### config.mk
export PLATFORM = sky130hd
export DESIGN_NAME = pipe_stall_ctrl
export DESIGN_NICKNAME = d
export VERILOG_FILES = /design/src/rtl/pipe_stall_ctrl.sv
export SDC_FILE = /design/constraint.sdc
export NUM_CORES = 1
export LEC_CHECK = 0
export ABC_AREA = 1
export CELL_PAD_IN_SITES_DETAIL_PLACEMENT = 0
export CELL_PAD_IN_SITES_GLOBAL_PLACEMENT = 2
export CORE_ASPECT_RATIO = 0.5
export CORE_MARGIN = 3
export CORE_UTILIZATION = 27
export CTS_BUF_LIST = sky130_fd_sc_hd__clkbuf_8 sky130_fd_sc_hd__clkbuf_16
export DETAILED_ROUTE_END_ITERATION = 10
export PLACE_DENSITY = 0.73
export SKIP_LAST_GASP = 1
export SYNTH_ARGS = -nofsm -noshare
export SYNTH_HDL_FRONTEND = slang
export SYNTH_SLANG_ARGS = --single-unit
### constraint.sdc
create_clock -name clk -period 1.4 [get_ports clk]
set_clock_uncertainty 0.05 [all_clocks]
set_input_delay 0.35 -clock clk [delete_from_list [all_inputs] [get_ports clk]]
set_output_delay 0.35 -clock clk [all_outputs]
set_load 0.02 [all_outputs]
### src/rtl/pipe_stall_ctrl.sv
// Pipeline advance/stall/flush controller: one common load enable, per-stage valids,
// per-port response capture, deferred flush, stall watchdog and saturating stall counter.
module pipe_stall_ctrl #(
  parameter int NUM_STAGES    = 5,
  parameter int NUM_MEM_PORTS = 2,
  parameter int FLUSH_DEPTH   = 4,
  parameter int MAX_WAIT      = 255,
  parameter int CNT_W         = 16
) (
  input  logic                     clk,
  input  logic                     rst_n,
  input  logic [NUM_MEM_PORTS-1:0] mem_req,
  input  logic [NUM_MEM_PORTS-1:0] mem_resp,
  input  logic                     fetch_valid,
  input  logic                     flush,
  output logic                     stage_load,
  output logic [NUM_STAGES-1:0]    stage_valid,
  output logic                     stall,
  output logic                     timeout,
  output logic [CNT_W-1:0]         stall_count
);

  localparam int WAIT_W = $clog2(MAX_WAIT + 1);
  localparam logic [WAIT_W-1:0] WAIT_MAX = WAIT_W'(MAX_WAIT);

  logic [NUM_MEM_PORTS-1:0] done_reg;
  logic [NUM_MEM_PORTS-1:0] sat;
  logic                     flush_pend_reg;
  logic                     flush_eff;
  logic [WAIT_W-1:0]        wait_cnt_reg;
  logic [WAIT_W-1:0]        wait_cnt_next;
  logic                     timeout_reg;
  logic [CNT_W-1:0]         stall_count_reg;
  logic [NUM_STAGES-1:0]    stage_valid_reg;
  logic [NUM_STAGES-1:0]    valid_next;
  logic [NUM_STAGES-1:0]    shift_in;
  logic [NUM_STAGES-1:0]    kill_mask;

  // A port is satisfied if idle, answering now, or already answered during this stall.
  assign sat        = ~mem_req | mem_resp | done_reg;
  assign stall      = rst_n & ~(&sat);
  assign stage_load = rst_n & (&sat);
  assign flush_eff  = flush | flush_pend_reg;

  assign shift_in[0] = fetch_valid;
  genvar gi;
  generate
    for (gi = 1; gi < NUM_STAGES; gi++) begin : g_shift
      assign shift_in[gi] = stage_valid_reg[gi-1];
    end
    for (gi = 0; gi < NUM_STAGES; gi++) begin : g_kill
      assign kill_mask[gi] = (gi < FLUSH_DEPTH);
    end
  endgenerate

  always_comb begin
    valid_next = stage_valid_reg;
    if (stage_load)
      valid_next = shift_in & ~({NUM_STAGES{flush_eff}} & kill_mask);
  end

  always_comb begin
    wait_cnt_next = wait_cnt_reg;
    if (stage_load)
      wait_cnt_next = '0;
    else if (stall && wait_cnt_reg != WAIT_MAX)
      wait_cnt_next = wait_cnt_reg + 1'b1;
  end

  always_ff @(posedge clk or negedge rst_n) begin
    if (!rst_n) begin
      done_reg        <= '0;
      flush_pend_reg  <= 1'b0;
      wait_cnt_reg    <= '0;
      timeout_reg     <= 1'b0;
      stall_count_reg <= '0;
      stage_valid_reg <= '0;
    end else begin
      stage_valid_reg <= valid_next;
      wait_cnt_reg    <= wait_cnt_next;
      if (wait_cnt_next == WAIT_MAX)
        timeout_reg <= 1'b1;
      // Captured responses are consumed by exactly one advance.
      if (stage_load) begin
        done_reg       <= '0;
        flush_pend_reg <= 1'b0;
      end else begin
        done_reg <= done_reg | (mem_req & mem_resp & {NUM_MEM_PORTS{stall}});
        if (flush && stall)
          flush_pend_reg <= 1'b1;
      end
      if (stall && stall_count_reg != {CNT_W{1'b1}})
        stall_count_reg <= stall_count_reg + 1'b1;
    end
  end

  assign stage_valid = stage_valid_reg;
  assign timeout     = timeout_reg;
  assign stall_count = stall_count_reg;

endmodule

== Word-level counts from Yosys, hierarchy flattened ==
Cells that the tools add are included.
Widths: inputs -> output; s select.

* Output and inout bits: 24
* Register bits after elaboration: 33
* Input bits: 8
* Logic and storage cells: 33

* Bitwise operators: 12
* Equal/unequal tests: 3
* Add/sub/neg operators: 2
* Muxes and demuxes: 5
* Reduce and logical (&&, ||, !) cells: 5

{| class="wikitable"
|+ Operators with widths
! cell !! number
|-
| $add 16x1->16 const B || 1
|-
| $mux 8 || 2
|-
| $ne 16x16->1 const B || 1
|-
| $add 8x1->8 const B || 1
|-
| $eq 8x8->1 const B || 1
|-
| $ne 8x8->1 const B || 1
|-
| $or 2x2->2 || 3
|-
| $and 5x5->5 || 1
|-
| $not 4->5 || 1
|-
| $and 2x2->2 || 2
|-
| $logic_and 1x1->1 || 3
|-
| $and 1x1->1 || 2
|-
| $mux 1 || 2
|-
| $mux 2 || 1
|-
| $not 2->2 || 1
|-
| $reduce_and 2->1 || 1
|-
| $reduce_bool 2->1 || 1
|-
| $not 1->1 || 1
|-
| $or 1x1->1 || 1
|}

== Logic depth before layout (Yosys ltp) ==
* Depth after elaboration: 10
* Depth in mapped cells: 12
* Depth with buffers taken out: 12

== Worst setup path after synthesis ==
Ideal clock, no wire load.

* Kind: register -> register
* Start: register stall_count_reg[0], in the netlist stall_count[0]
* End: register stall_count_reg[8], in the netlist stall_count[8]
* Data required time: 1218 ps
* Setup slack: -292 ps
* Arrival: 1510 ps
* Period minus slack after synthesis: 1692 ps
* Stages on the path, launching flop included: 10
* Cell sequence: dfrtp_1 -> ha_1 -> nand3_1 -> nor3_1 -> nand3_1 -> nand2_4 -> clkinv_2 -> nand2_2 -> nor2_1 -> xor2_1

* Cells in the longest elaborated chain, start to end: 2
* Elaborated cells between the ends (all ways): 3

{| class="wikitable"
|+ RTL lines
! what !! line !! text
|-
| start, declared || 33 || <nowiki>logic [CNT_W-1:0] stall_count_reg;</nowiki>
|-
| start signal, assigned || 93 || <nowiki>stall_count_reg <= stall_count_reg + 1'b1;</nowiki>
|-
| branches (longest 2 deep; another with $add 16x1->16) || - ||
|}

Parallel ways; which one is timed is not known.
A chain may end at the register's enable or synchronous reset.

== Final worst setup path ==
* Start: register done_reg[1]
* End: output port stage_load

* Cells in the longest elaborated chain, start to end: 3

{| class="wikitable"
|+ RTL lines
! what !! line !! text
|-
| start, declared || 26 || <nowiki>logic [NUM_MEM_PORTS-1:0] done_reg;</nowiki>
|-
| start signal, assigned || 88 || <nowiki>done_reg <= done_reg | (mem_req & mem_resp & {NUM_MEM_PORTS{stall}});</nowiki>
|-
| $or 2x2->2 || 40 || <nowiki>assign sat = ~mem_req | mem_resp | done_reg;</nowiki>
|-
| $reduce_and 2->1 || 42 || <nowiki>assign stage_load = rst_n & (&sat);</nowiki>
|-
| $and 1x1->1 || 42 ||
|-
| end, declared || 16 || <nowiki>output logic stage_load,</nowiki>
|}

Every way passes these cells.

==> summary.txt <==
Place
  – Routability cong.: approximately 0.75
  – Port Buffers: 31
  – Placed cell areas: ~0.0026 sq mm
  – Setup Slack @ Placement: -0.817 ns
  – Post-DP HPWL: around 3400 um

Global routing
  – First-pass GRT wire length: just over 8000 um
  – Vias in the first global route: 1,777
  – Overall routing resource usage: a little over an eighth
  – Grt ovf: 0
  – Initial antenna violation count: 0
  – Pin count of the biggest net entering global routing: 18

Critical path
  – Critical path destination: stage_load
  – Worst path max stage delay: roughly 0.38 ns
  – CP max-delay cell: dfrtp_1
  – Crit path launch: done_reg[1]
  – WP data arrival: between 1 and 1.5 ns
  – Data required time of the worst path: 1.00 ns
  – Crit-path leading delay family: flip-flops
  – CP Depth: 7
  – Critical Path, Cell by Cell: nor2_1 > nand2_1 > nand2_2 > inv_2 > nand2_4 > inv_4 > buf_6
  – FF-to-FF setup slack: -0.17 ns
  – Worst Setup End Kind: output port
  – Worst R2R End: stall_count[8]
  – CP startpoint kind: register
  – Reg2reg start: stall_count[0]
  – Maximum fanout along the worst path: 3
  – CP bufs+invs: 3
  – Critical path type: register to output port
  – FF-to-FF path depth: 9

Status
  – Failing checks: setup timing
  – Run status: complete, but fails checks

Final layout
  – Area grow syn2layout: 74.1%
  – Max reg flops: 16
  – Final net count: 324
  – Post-route core utilization: 49.7%
  – Most common cell after layout, fill and taps aside: nand2_1
  – Final instance area: between 0.003 and 0.004 sq mm
  – Commonest cells after routing, fill and taps aside: 49 x nand2_1, 48 x buf_4, 28 x dfrtp_1, 26 x inv_1, 16 x buf_6
  – # diodes: 0
  – Layout cells sized above 1: between 40% and 50%

Synthesis
  – Post-Syn Area: about 0.0018 sq mm
  – Synth Net Count: about 230
  – Post-synth ARST share: 100%
  – Warnings from Yosys: 0
  – Ys flop type: dfrtp_1
  – Sequential fraction of the synthesis area: between 40% and 50%
  – Number of flops mapped to enable cells by yosys: 0
  – Syn avg cell area: 8.20 sq um
  – Syn Inst Count: 216
  – Yosys cell types: 24
  – Synthesized flop and latch total: 33

Floorplanning
  – I/O pins: 32
  – Initial core utilization: 28.5%
  – Core ar.: between 0.006 and 0.007 sq mm
  – Die ar.: 0.00762 sq mm
  – Die W: 121 um
  – Die height: around 63 um
  – Rows: 20

Drt
  – Final ANT Viol Nets: 0
  – DRT Pass-1 Iters: 4
  – Iter 0 DRT Violations: 42
  – DR vias: ~1,700
  – Residual DRC count: 0
  – Drt wl/cell: 11.5 um
  – Vias/cell: ~4.3
  – Routed WL: 4650 um

Timing
  – Final worst setup slack: -0.199 ns
  – Sum Neg Setup Slack: -2.62 ns
  – Crit share post-route: 114%
  – Actual slew at the worst max-slew pin: 0.265 ns
  – Max Slew Vio Count: 0
  – Min Tclk post-route: roughly 1.6 ns
  – Fin. Hold Viols: 0
  – Max Freq: approximately 630 MHz
  – RSZ-0062 raised after global routing: true
  – Relative slew slack: between 80% and 90%
  – Final setup viols: 21

CTS
  – Htree depth: 2
  – Clock Path Buffers: 2
  – Clock transition at path regs: 0.05 ns
  – Root Buffer: clkbuf_16
  – CTS tree: built
  – CTS Buf Count: 5
  – Num Clock Sinks: 33
  – Skew-Pair Late Insertion Delay: 0.27 ns

Min path
  – Hold Crit Class: input pin to asynchronous set/reset pin

Power
  – Pwr per Cell Area: 1080 mW/mm^2
  – Max VDD drop: a little over 0.7 mV
  – Tot Pwr: ~3.3 mW
  – Leakage: ~1.6 nW

Flow run
  – # Max-Cap Violations: 0
-- stage by stage --
stage | hold WS, ns | std cells
after floorplan | 0.00441 | 216
after detailed placement | 0.268 | 385
after global routing | 0.0653 | 403
final | 0.0664 | 403
after global placement | 0.263 | 385
after CTS | 0.0433 | 400
-- layer usage --
layer | wire (um) | vias to the layer above | track usage (%)
met5 | 0 | - | 0
met2 | 2310 | 19 | 22.2
met4 | 44 | 0 | 2.97
met3 | 137 | 5 | 3.23
li1 | - | 877 | -
met1 | 2160 | 826 | 17.0
-- timing repair --
item	in CTS	in global routing
cloned	1	0
gates resized for setup	110	39
setup endpoints to repair	50	41
hold buffers	1	0
hold endpoints to repair	1	0
pin swaps	22	13
setup buffers	5	6
-- worst min path at each step --
stage,startpoint,endpoint,slack (ns),depth (start not counted)
CTS,rst_n,wait_cnt_reg[1],0.04,2
global route,rst_n,wait_cnt_reg[0],0.07,2
global placement,rst_n,stage_valid[2],0.26,2
finish,rst_n,wait_cnt_reg[1],0.07,2
detailed placement,rst_n,stage_valid[2],0.27,2
floorplan,rst_n,done_reg[0],0.004,0
-- power by group --
| group | total, mW | switching [mW] | internal [mW] |
|---|---|---|---|
| Combinational | 1.04 | 0.505 | 0.537 |
| Sequential | 1.20 | 0.122 | 1.08 |
| Clock | 1.08 | 0.388 | 0.694 |
-- cells by family after synthesis --
logic type,after synthesis,share of synthesized area [%]
buffers and inverters,31,6.93
AOI/OAI and AO/OA,12,3.53
DFF,33,46.6
and+or+nand+nor,121,33.1
adders and majority gates,2,1.41
xor gates and xnor gates,17,8.41
-- cell type report --
class | instances | area [sq um]
fill | 606 | 3120
multi-input combinational | 153 | 1100
sequential | 33 | 832
timing repair buffer | 92 | 773
clock buffer | 6 | 139
inverter | 29 | 124
tap | 88 | 110
clock inverter | 2 | 7.51
-- Yosys cell counts (2+ instances only) --
library cell,number,share of area (%)
a21oi_1,4,1.1
dfrtp_1,33,47
ha_1,2,1.4
inv_1,27,5.7
nand2_1,61,13
nand2_2,5,1.8
nand2_4,2,1.3
nand3_1,19,5.4
nand4_1,4,1.4
nor2_1,12,2.5
nor2_2,7,2.5
nor2_4,3,1.9
nor3_1,5,1.4
o21ai_0,7,2.0
xnor2_1,7,3.5
xor2_1,10,4.9
No activity file was read; power rests on OpenSTA's default activity.
